==> config.mk <==
export PLATFORM = sky130hd
export DESIGN_NAME = make_clock_bank
export DESIGN_NICKNAME = d
export VERILOG_FILES = /design/src/rtl/make_clock_bank_pkg.sv /design/src/rtl/make_clock_chan.sv /design/src/rtl/make_clock_bank.sv
export SDC_FILE = /design/constraint.sdc
export NUM_CORES = 1
export LEC_CHECK = 0
export BUFFER_PORTS_ARGS = -buffer_cell sky130_fd_sc_hd__buf_2
export CAP_MARGIN = 5
export CORE_AREA = 2 2 139 141
export DETAILED_ROUTE_END_ITERATION = 7
export DIE_AREA = 0 0 141 143
export GPL_TIMING_DRIVEN = 0
export PLACE_DENSITY = 0.6
export SKIP_LAST_GASP = 1
export SYNTH_ARGS = -nofsm -noshare
export SYNTH_HDL_FRONTEND = slang
export SYNTH_SLANG_ARGS = --single-unit
==> constraint.sdc <==
create_clock -name CLK -period 2.9 [get_ports CLK]
set_input_delay 0.435 -clock CLK [delete_from_list [all_inputs] [get_ports CLK]]
set_output_delay 0.435 -clock CLK [all_outputs]
set_load 0.005 [all_outputs]
==> src/rtl/make_clock_bank_pkg.sv <==
// Shared helpers for the derived-clock bank: channel-index width derivation.
package make_clock_bank_pkg;

  // Width of a channel index, never narrower than one bit so a single-channel
  // bank still has a legal CFG_CH port.
  function automatic int chan_idx_width(input int nch);
    return (nch > 1) ? $clog2(nch) : 1;
  endfunction

endpackage

==> src/rtl/make_clock_chan.sv <==
// One derived-clock channel: half-period counter with deferred half-period commit,
// plus a level-sensitive gate latch feeding the gated clock output.
module make_clock_chan #(
  parameter int   CNTW      = 8,
  parameter logic INIT_VAL  = 1'b0,
  parameter logic INIT_GATE = 1'b1,
  parameter int   INIT_HALF = 1
) (
  input  logic            CLK,
  input  logic            RST_N,
  input  logic            i_wr,
  input  logic [CNTW-1:0] i_half,
  input  logic            i_gate,
  input  logic            i_sync,
  output logic            o_clk,
  output logic            o_clk_val,
  output logic            o_cur_gate,
  output logic            o_new_gate,
  output logic            o_pending
);

  logic [CNTW-1:0] r_cnt;
  logic [CNTW-1:0] r_half;
  logic [CNTW-1:0] r_pend_half;
  logic            r_pending;
  logic            r_clk_val;
  logic            r_new_gate;
  logic            r_cur_gate;

  logic [CNTW-1:0] w_cnt_d;
  logic [CNTW-1:0] w_half_d;
  logic [CNTW-1:0] w_pend_half_d;
  logic [CNTW-1:0] w_commit_half;
  logic            w_pending_d;
  logic            w_clk_val_d;
  logic            w_running;
  logic            w_toggle;

  assign w_running     = (r_half != '0);
  assign w_toggle      = w_running && (r_cnt == r_half - CNTW'(1));
  assign w_commit_half = r_pending ? r_pend_half : r_half;

  always_comb begin
    w_cnt_d       = r_cnt;
    w_half_d      = r_half;
    w_pend_half_d = r_pend_half;
    w_pending_d   = r_pending;
    w_clk_val_d   = r_clk_val;

    if (i_sync) begin
      // A write alongside SYNC bypasses the pending stage entirely.
      w_half_d    = i_wr ? i_half : w_commit_half;
      w_pending_d = 1'b0;
      w_cnt_d     = '0;
      if (w_half_d != '0)
        w_clk_val_d = INIT_VAL;
    end else if (w_toggle) begin
      w_clk_val_d = ~r_clk_val;
      w_cnt_d     = '0;
      w_half_d    = w_commit_half;
      w_pending_d = 1'b0;
      if (i_wr) begin
        // A write landing on a toggle edge waits for the following edge,
        // unless that edge is the one that just stopped the channel.
        if (w_commit_half != '0) begin
          w_pend_half_d = i_half;
          w_pending_d   = 1'b1;
        end else begin
          w_half_d = i_half;
        end
      end
    end else if (w_running) begin
      w_cnt_d = r_cnt + CNTW'(1);
      if (i_wr) begin
        w_pend_half_d = i_half;
        w_pending_d   = 1'b1;
      end
    end else begin
      w_cnt_d = '0;
      if (i_wr)
        w_half_d = i_half;
    end
  end

  // NOTE: state registers use non-blocking assignments so every flop samples
  // the pre-edge value of its neighbours regardless of evaluation order.
  always_ff @(posedge CLK or negedge RST_N) begin
    if (!RST_N) begin
      r_cnt       <= '0;
      r_half      <= CNTW'(INIT_HALF);
      r_pend_half <= '0;
      r_pending   <= 1'b0;
      r_clk_val   <= INIT_VAL;
      r_new_gate  <= INIT_GATE;
    end else begin
      r_cnt       <= w_cnt_d;
      r_half      <= w_half_d;
      r_pend_half <= w_pend_half_d;
      r_pending   <= w_pending_d;
      r_clk_val   <= w_clk_val_d;
      if (i_wr)
        r_new_gate <= i_gate;
    end
  end

  // NOTE: this is an intentional level-sensitive latch (clock-gating cell
  // stand-in). It opens only while the ungated clock is low, which matches
  // "CLK_OUT low" whenever the gate is on and also stops a re-enabled gate
  // from slicing into a high phase that is already under way.
  always_latch begin
    if (!RST_N)
      r_cur_gate <= INIT_GATE;
    else if (!r_clk_val)
      r_cur_gate <= r_new_gate;
  end

  assign o_clk      = r_clk_val & r_cur_gate;
  assign o_clk_val  = r_clk_val;
  assign o_cur_gate = r_cur_gate;
  assign o_new_gate = r_new_gate;
  assign o_pending  = r_pending;

endmodule

==> src/rtl/make_clock_bank.sv <==
// Bank of NCH independently programmable, glitch-free gated clocks derived from CLK,
// with a register-style config port and a bank-wide phase-align SYNC.
module make_clock_bank
  import make_clock_bank_pkg::*;
#(
  parameter int   NCH       = 4,
  parameter int   CNTW      = 8,
  parameter logic INIT_VAL  = 1'b0,
  parameter logic INIT_GATE = 1'b1,
  parameter int   INIT_HALF = 1,
  localparam int  CHW       = chan_idx_width(NCH)
) (
  input  logic            CLK,
  input  logic            RST_N,
  input  logic            CFG_EN,
  input  logic [CHW-1:0]  CFG_CH,
  input  logic [CNTW-1:0] CFG_HALF,
  input  logic            CFG_GATE,
  output logic            CFG_RDY,
  input  logic            SYNC,
  output logic [NCH-1:0]  CLK_OUT,
  output logic [NCH-1:0]  CLK_VAL_OUT,
  output logic [NCH-1:0]  CLK_GATE_OUT,
  output logic [NCH-1:0]  COND_OUT
);

  logic [NCH-1:0] w_pending;
  logic [NCH-1:0] w_wr;
  logic           w_cfg_rdy;

  // Channel numbers at or above NCH are always ready and write nowhere.
  always_comb begin
    w_cfg_rdy = 1'b1;
    w_wr      = '0;
    for (int i = 0; i < NCH; i++) begin
      if (int'(CFG_CH) == i)
        w_cfg_rdy = ~w_pending[i];
    end
    for (int i = 0; i < NCH; i++) begin
      w_wr[i] = CFG_EN && w_cfg_rdy && (int'(CFG_CH) == i);
    end
  end

  assign CFG_RDY = w_cfg_rdy;

  for (genvar g = 0; g < NCH; g++) begin : g_chan
    make_clock_chan #(
      .CNTW      (CNTW),
      .INIT_VAL  (INIT_VAL),
      .INIT_GATE (INIT_GATE),
      .INIT_HALF (INIT_HALF)
    ) u_chan (
      .CLK        (CLK),
      .RST_N      (RST_N),
      .i_wr       (w_wr[g]),
      .i_half     (CFG_HALF),
      .i_gate     (CFG_GATE),
      .i_sync     (SYNC),
      .o_clk      (CLK_OUT[g]),
      .o_clk_val  (CLK_VAL_OUT[g]),
      .o_cur_gate (CLK_GATE_OUT[g]),
      .o_new_gate (COND_OUT[g]),
      .o_pending  (w_pending[g])
    );
  end

endmodule

After elaboration in Yosys (flattened, before gate mapping):

Cells that the tools add are included.

* add/subtract/negate cells: 8
* equal/unequal tests: 19
* multiplexer cells: 116
* bitwise gates (word level): 13
* reductions and logical operators: 54

Operators with widths (number)
* $mux 8: 60
* $reduce_bool 8->1: 12
* $mux 1: 56
* $add 8x1->8 const B: 4
* $eq 8x8->1: 4
* $sub 8x1->8 const B: 4
* $reduce_and 2->1: 12
* $reduce_bool 3->1: 8
* $reduce_and 4->1: 4
* $reduce_bool 2->1: 8
* $ne 3x3->1 const B: 4
* $logic_and 1x1->1: 9
* $not 1->1: 9
* $ne 2x1->1 const B: 4
* $ne 2x2->1 const B: 4
* $and 1x1->1: 4
* $eq 2x2->1 const B: 2
* $eq 2x1->1 const B: 1
* $logic_not 2->1: 1

* bits in registers: 108
* bits in latches: 4
* input bits: 15
* output and inout port bits: 17
* word-level logic and storage cells: 238

Longest topological paths before layout:

Gate-level depths: netlist of run 1.

* word-level depth: 11
* depth in mapped cells: 11
* gate-level depth less buffers: 9

By module:

From an unflattened synthesis of run 1, not the netlist that was laid out.

* cells, all modules: 826
* area, all modules: 7771.2 sq um

By module, submodules not included
* make_clock_chan at g_chan[0].u_chan ...: instances 2, cells an instance 219, area an instance 1936.9 sq um, seq. area each 678.2 sq um
* make_clock_chan at g_chan[3].u_chan: instances 1, cells an instance 191, area an instance 1919.3 sq um, seq. area each 678.2 sq um
* make_clock_chan at g_chan[2].u_chan: instances 1, cells an instance 190, area an instance 1916.8 sq um, seq. area each 678.2 sq um
* make_clock_bank: instances 1, cells an instance 7, area an instance 61.3 sq um, seq. area each 0.0 sq um

==> results of run 1 <==
## power groups by stage
stage               clock, mW  combinational [mW]  sequential (mW)
floorplan                   0                1.01             1.99
global placement            0                1.27             2.08
detailed placement          0                1.29             2.09
CTS                      1.32                1.30             2.07
global route             1.37                1.52             2.14
finish                   1.30                1.36             2.09
## cell type report
cell class | instances | area [um^2]
Buffer | 55 | 280
Clock buffer | 11 | 243
Clock inverter | 5 | 57.6
Fill cell | 1802 | 10300
Inverter | 25 | 93.8
Multi-Input combinational cell | 598 | 4230
Sequential cell | 112 | 2770
Tap cell | 234 | 293
Timing Repair Buffer | 47 | 304
## kinds of logic after synthesis
| logic type | share of synthesized area, % |
|---|---|
| latches | 0.823 |
| buf+inv | 5.47 |
| fa+ha+maj | 2.06 |
| xor+xnor | 7.68 |
| mux | 8.44 |
| simple gates | 20.8 |
| flops | 37.2 |
| compound gates | 17.6 |
## per-stage QoR
stage | hold slack [ps] | std cells | total power [mW]
final | -7.90 | 1087 | 4.76
after global routing | 31.8 | 1087 | 5.04
after CTS | 13.3 | 1075 | 4.69
after detailed placement | 402 | 1062 | 3.38
after global placement | 457 | 1061 | 3.35
after floorplan | 139 | 797 | 3.01
## layout by cell type, fill, tap and decap left out, drive strengths merged, types with 5 or more instances in the layout
master	netlist	routed
ha	12	12
a22o	8	8
nor3	26	26
clkbuf	38	42
mux2i	18	18
nor4	15	15
buf	24	71
mux2	36	36
inv	23	25
a221o	5	5
nand3	34	34
nand2	55	55
xor2	30	30
nor2	88	88
xnor2	34	34
dfrtp	100	100
o211ai	7	7
a22oi	17	17
dfstp	8	8
and2	7	7
o32ai	8	8
and3	25	25
a21oi	32	32
a31oi	10	10
o21ai	40	40
nand2b	12	12
o22a	9	9
## cells in the mapped netlist, drive strengths merged (10+ instances only)
cell type	instances	area [um^2]
dfrtp	100	2500
nor2	88	349
nand2	55	206
o21ai	40	200
clkbuf	38	143
mux2	36	435
nand3	34	170
xnor2	34	298
a21oi	32	171
xor2	30	263
nor3	26	135
and3	25	156
buf	24	163
inv	23	86.3
mux2i	18	180
a22oi	17	128
nor4	15	106
ha	12	150
nand2b	12	75.1
a31oi	10	62.6
## path summary, 6_finish.rpt
| check | from | cells past startpoint | end |
|---|---|---|---|
| worst max-delay path | g_chan[1].u_chan.r_half[3] | 9 | g_chan[1].u_chan.r_pend_half[5] |
| worst min-delay path | RST_N | 1 | g_chan[2].u_chan.r_cnt[0] |
| worst max register to register | g_chan[1].u_chan.r_half[3] | 9 | g_chan[1].u_chan.r_pend_half[5] |
| worst min register to register | g_chan[3].u_chan.o_new_gate | 2 | g_chan[3].u_chan.o_new_gate |
| max in group asynchronous | RST_N | 2 | g_chan[1].u_chan.r_half[0] |
| min in group CLK | CFG_GATE | 3 | g_chan[3].u_chan.o_new_gate |
## layer usage
| metal | global-route usage (%) | vias up | wire length, um |
|---|---|---|---|
| li1 | - | 2967 | - |
| met1 | 27.7 | 3034 | 9140 |
| met2 | 30.1 | 151 | 8510 |
| met3 | 3.09 | 18 | 875 |
| met4 | 5.37 | 0 | 214 |
| met5 | 0 | - | 0 |
## what timing repair did
| item | in CTS | in global routing |
|---|---|---|
| resized for setup | 9 | 15 |
| setup buffers | 1 | 15 |
| pin swaps | 1 | 5 |
| setup endpoints to repair | 66 | 66 |
## worst max-delay path: cells and delay by family, from the launching register on
family | cells | cell delay, ps
AND/OR/NAND/NOR | 4 | 1130
flip-flops | 1 | 350
buffers and inverters | 2 | 320
multiplexers | 1 | 300
AO/OA/AOI/OAI | 2 | 570
## state kept, by name (all words and copies together) (netlist names)
name,flops
g_chan.u_chan.o_pending,4
g_chan.u_chan.o_cur_gate,4
g_chan.u_chan.o_clk_val,4
g_chan.u_chan.r_half,32
g_chan.u_chan.r_cnt,32
g_chan.u_chan.o_new_gate,4
g_chan.u_chan.r_pend_half,32
==> run_results.csv, run 1 <==
group,metric,value,unit
outcome,status,"finished with violations",
outcome,failed_checks,"negative hold slack",
pwr,ir_drop,316,uV
floorplanning,core_area,0.0186,mm^2
floorplanning,num_rows,50,
sta,post-route-period-util,95.9,%
pwr,intPower,3.12,mW
drt,first_pass_iters,5,
sta,slew_headroom,45.1,%
floorplanning,dieWidth,141,um
critical_path,cp_max_fo,9,
sta,worstMarginPinSlew,817,ps
pwr,p_seq_share,44.0,%
synth,syn_area_per_cell,9.15,um^2
global_route,grt_pass1_vias,5871,
finish,drive_gt1_share,19.3,%
critical_path,end_kind,"register",
drt,dr.first_iter.drc_count,512,
finish,utilization,44.6,%
placed_design,dp_hpwl,13300,um
floorplanning,start_util,39.3,%
clock_network,cts_tree,"done",
synth,synthCells,797,
pwr,power_density,575,mW/mm^2
synth,syn-cell-area,0.00730,mm^2
critical_path,crit_path_max_incr_delay,490,ps
synth,syn-num-nets,824,
drt,viasPerCell,5.68,
drt,dr_total_vias,6170,
global_route,grt_first_pass_wirelength,30900,um
sta,grt_setup_unrepaired,"true",
critical_path,path_class,"register to register",
global_route,grt_usage,19.3,%
floorplanning,die_height,143,um
placed_design,port_buffers,30,
global_route,grt_start_max_net_pins,69,
clock_network,cts_made_buffers,9,
sta,fmax,360,MHz
pwr,p_leak,3.49,nW
critical_path,critical_path_required,3150,ps
global_route,antenna_found_initial,0,
synth,async_flop_share,96.4,%
drt,wl_per_cell,17.2,um
critical_path,slowest_stage,"or4_4",
hold_path,min-delay-path-class,"primary input to asynchronous set/reset pin",
critical_path,cp-start-kind,"register",
clock_network,h-tree-depth,3,
sta,fin_skew,9.07,ps
finish,diodes,0,
clock_network,clkTransAtPathRegs,80,ps
clock_network,cts-root-buf,"clkbuf_16",
placed_design,place_area,0.00777,mm^2
sta,hold_ws,-7.90,ps
sta,unclocked_pins,4,
finish,nets,875,
synth,synth-warning-count,0,
sta,finalSetupViolCount,0,
pwr,p_sw_share,34.4,%
sta,untimed_endpoints,8,
synth,synth_edf_count,0,
pwr,p_clk_share,27.3,%
sta,final.setup.worst_slack,119,ps
global_route,grt-ovfl-total,0,
clock_network,clk_path_buf_depth,2,
pwr,p_switching,1.64,mW
synth,synth_seq_cells,112,
placed_design,dp_slack,-611,ps
floorplanning,dieArea,0.0202,mm^2
floorplanning,io_pins,32,
sta,timing.final.max_slew_violations,0,
sta,hold_viol_final,4,
finish,postLayoutCellArea,0.00828,mm^2
finish,area_growth,13.5,%
critical_path,reg2reg_slack,120,ps
clock_network,cts_hold_buf,0,
drt,ant_nets,0,
pwr,combPwrFrac,28.7,%
critical_path,crit_chain,"buf_2, or3_4, or4_4, nor2_8, a2111o_4, nor2_4, a2111o_1, buf_6, mux2_4",
flow_run,cap_viol_max_count,0,
drt,wirelength,18700,um
clock_network,insertion_delay,360,ps
drt,drc_errors,0,
sta,period_minus_slack,2780,ps
sta,fin_setup_tns,0,ps
placed_design,gp_congestion,0.856,
synth,synth_flop_cell,"dfrtp_1",
critical_path,cp.arrival,3030,ps
synth,ys_types,79,
Note: power is estimated with default switching activity, not from simulation.
==> run 2, diff against run 1 <==
--- a/config.mk
+++ b/config.mk
@@ -5,13 +5,14 @@
 export SDC_FILE = /design/constraint.sdc
 export NUM_CORES = 1
 export LEC_CHECK = 0
+export ABC_AREA = 1
 export BUFFER_PORTS_ARGS = -buffer_cell sky130_fd_sc_hd__buf_2
 export CAP_MARGIN = 5
-export CORE_AREA = 2 2 139 141
+export CORE_AREA = 2 2 148 150
 export DETAILED_ROUTE_END_ITERATION = 7
-export DIE_AREA = 0 0 141 143
+export DIE_AREA = 0 0 150 152
 export GPL_TIMING_DRIVEN = 0
-export PLACE_DENSITY = 0.6
+export PLACE_DENSITY = 0.58
 export SKIP_LAST_GASP = 1
 export SYNTH_ARGS = -nofsm -noshare
 export SYNTH_HDL_FRONTEND = slang
==> constraint.sdc (replaced) <==
create_clock -name CLK -period 3.41 [get_ports CLK]
set_input_delay 0.5115 -clock CLK [delete_from_list [all_inputs] [get_ports CLK]]
set_output_delay 0.5115 -clock CLK [all_outputs]
set_load 0.005 [all_outputs]
==> run 2 against run 1 <==
Compared with the run above:
- the flow now finishes without violations
- via count rose by 28%
- register-to-register slack improved by 750 ps
- area after synthesis rose by 14%
- non-clock buffer count fell by 18
- core utilization fell by 1.9 points
- first-iteration DRC count rose by 14%
- final area rose by 10%
- die area rose by 13%
- sequential power fell by 18%
- clock skew rose by 2.0 ps
- routed wire length rose by 25%
- global-route usage rose by 1.8 points
==> run_results.csv, run 2 <==
group,metric,value,unit
outcome,status,"finished, final reports clean",
clock_network,cts_hold_buf,0,
pwr,ir_drop,232,uV
flow_run,cap_viol_max_count,0,
finish,final_cell_mix,"nand2_1 (418), inv_1 (142), nand3_1 (121), dfrtp_1 (100), nor2_1 (90)",
sta,fmax,394,MHz
finish,area_growth,9.75,%
finish,final_common_cell,"nand2_1",
sta,period_minus_slack,2540,ps
clock_network,clk_path_buf_depth,2,
critical_path,cp.arrival,2790,ps
finish,diodes,0,
pwr,power_density,485,mW/mm^2
clock_network,insertion_delay,360,ps
clock_network,clkTransAtPathRegs,80,ps
critical_path,path_class,"register to register",
synth,synth_flop_cell,"dfrtp_1",
placed_design,gp_congestion,0.916,
critical_path,critical_path_required,3660,ps
clock_network,cts-resized-gates,0,
drt,drc_errors,0,
floorplanning,core_area,0.0214,mm^2
synth,syn-cell-area,0.00830,mm^2
drt,first_pass_iters,5,
finish,nets,1307,
sta,grt_setup_unrepaired,"false",
clock_network,cts_made_buffers,9,
sta,hold_viol_final,0,
floorplanning,dieArea,0.0228,mm^2
clock_network,cts-root-buf,"clkbuf_16",
global_route,grt-ovfl-total,0,
drt,viasPerCell,5.06,
sta,untimed_endpoints,8,
synth,synth_compound_area_share,9.81,%
floorplanning,start_util,38.9,%
drt,top_layer,"met4",
global_route,antenna_found_initial,0,
sta,slew_headroom,48.0,%
sta,post-route-period-util,74.5,%
clock_network,post_cts_buffers,0,
synth,yosysTopAreaCellShare,30.1,%
global_route,grt_pass1_vias,7410,
clock_network,cts_tree,"done",
critical_path,cp-start-kind,"register",
floorplanning,dieWidth,150,um
global_route,grt_usage,21.0,%
placed_design,dp_hpwl,17300,um
synth,yosys.area_share.simple,39.2,%
synth,async_flop_share,96.4,%
placed_design,port_buffers,21,
critical_path,end_kind,"register",
synth,synthCells,1247,
drt,dr_total_vias,7925,
synth,syn-num-nets,1274,
synth,synth_xor_area_share,4.63,%
clock_network,h-tree-depth,3,
critical_path,cp_max_fo,10,
synth,synth_top_family_by_area,"simple AND/OR/NAND/NOR gates",
finish,postLayoutCellArea,0.00911,mm^2
pwr,p_leak,4.70,nW
synth,yosys.area.top_type,"dfrtp_1",
floorplanning,die_height,152,um
critical_path,reg2reg_slack,870,ps
synth,syn_area_per_cell,6.66,um^2
finish,drive_gt1_share,10.5,%
sta,timing.final.max_slew_violations,0,
global_route,grt_start_max_net_pins,79,
synth,synth_edf_count,0,
drt,wl_per_cell,14.9,um
synth,synthTopCellsByArea,"dfrtp_1 (30%), nand2_1 (19%), nand3_1 (7.3%), inv_1 (6.4%), o21ai_0 (4.6%)",
sta,fin_setup_tns,0,ps
synth,synthAdderAreaFrac,1.81,%
floorplanning,io_pins,32,
placed_design,place_area,0.00879,mm^2
drt,dr.first_iter.drc_count,583,
drt,ant_nets,0,
sta,fin_skew,11.0,ps
global_route,grt_first_pass_wirelength,38400,um
sta,worstMarginPinSlew,781,ps
synth,synth-warning-count,0,
drt,wirelength,23400,um
floorplanning,num_rows,54,
sta,finalSetupViolCount,0,
hold_path,min-delay-path-class,"primary input to asynchronous set/reset pin",
synth,synthMuxAreaShare,0,%
finish,largestRegisters,"g_chan.u_chan.r_cnt x32, g_chan.u_chan.r_half x32, g_chan.u_chan.r_pend_half x32",
drt,wl_met1,11000,um
synth,ys_types,47,
drt,wl_met2,10500,um
drt,met3_length,1460,um
synth,post-synth-top-count-cell,"nand2_1",
synth,synthTopCellsByCount,"nand2_1 (418), inv_1 (142), nand3_1 (121)",
sta,unclocked_pins,4,
synth,synth_seq_cells,112,
## run 2: changes by cell type after synthesis, sizes merged, moves of 21 or more
cell | previous run | this run
mux2 | 36 | 0
and3 | 25 | 4
a21oi | 32 | 6
nand3 | 34 | 129
nand2 | 55 | 423
nand4 | 2 | 27
o21ai | 40 | 108
inv | 23 | 146
## run 2: kinds of logic (layout without fill, tap and decap cells)
kind of cell / count (synthesis) / count (layout)
latches: 4 / 4
adder cells (fa/ha/maj): 12 / 12
XOR/XNOR: 43 / 43
AND/OR/NAND/NOR: 733 / 733
flip-flops: 108 / 108
buffers and inverters: 209 / 247
AO/OA/AOI/OAI: 138 / 138
## run 2: metal layers
metal / vias up / GRT usage (%)
met3: 31 / 2.82
met2: 241 / 33.1
met5: - / 0
met4: 0 / 6.06
met1: 3629 / 30.1
li1: 4024 / -
## run 2: path summary, 6_finish.rpt
kind                                       startpoint                     endpoint  cells after the start
max reg2reg                g_chan[1].u_chan.r_half[0]    g_chan[1].u_chan.r_cnt[3]                     10
min                                             RST_N    g_chan[3].u_chan.r_cnt[2]                      1
max in group asynchronous                       RST_N   g_chan[1].u_chan.r_half[0]                      2
max                        g_chan[1].u_chan.r_half[0]    g_chan[1].u_chan.r_cnt[3]                     10
min reg2reg                 g_chan[3].u_chan.r_cnt[0]    g_chan[3].u_chan.r_cnt[0]                      1
min in group CLK                             CFG_GATE  g_chan[3].u_chan.o_new_gate                      3
## run 2: layout make-up
class                           count  area (um^2)
Tap cell                          280          350
Inverter                          147          552
Fill cell                        2277        12200
Sequential cell                   112         2770
Multi-Input combinational cell    926         4600
Timing Repair Buffer               22          139
Buffer                             62          378
Clock inverter                      6         81.3
Clock buffer                       10          239
## run 2: power breakdown
group / internal, mW / total [mW] / switching, mW
Combinational: 0.577 / 1.56 / 0.980
Clock: 0.607 / 1.16 / 0.551
Sequential: 1.51 / 1.71 / 0.196
## run 2: critical path: stages, from the launching register on
cell,delay [ps]
dfstp_2,570
inv_1,80
ha_1,310
xnor2_1,120
nor3_1,280
nand3_1,140
nor2_2,430
nor2_2,90
buf_6,180
nand2_2,150
nor3b_1,70
## run 2: metrics by stage
stage | power, mW | hold slack (ps) | util (%) | setup slack [ps] | cells
after global placement | 3.25 | 467 | 41.0 | 459 | 1548
after floorplan | 2.88 | 216 | - | 1240 | 1247
final | 4.42 | 29.9 | 42.7 | 871 | 1565
after detailed placement | 3.28 | 424 | 41.2 | 785 | 1549
after global routing | 4.77 | 44.3 | 42.7 | 628 | 1565
after CTS | 4.45 | 36.7 | 42.7 | 876 | 1565
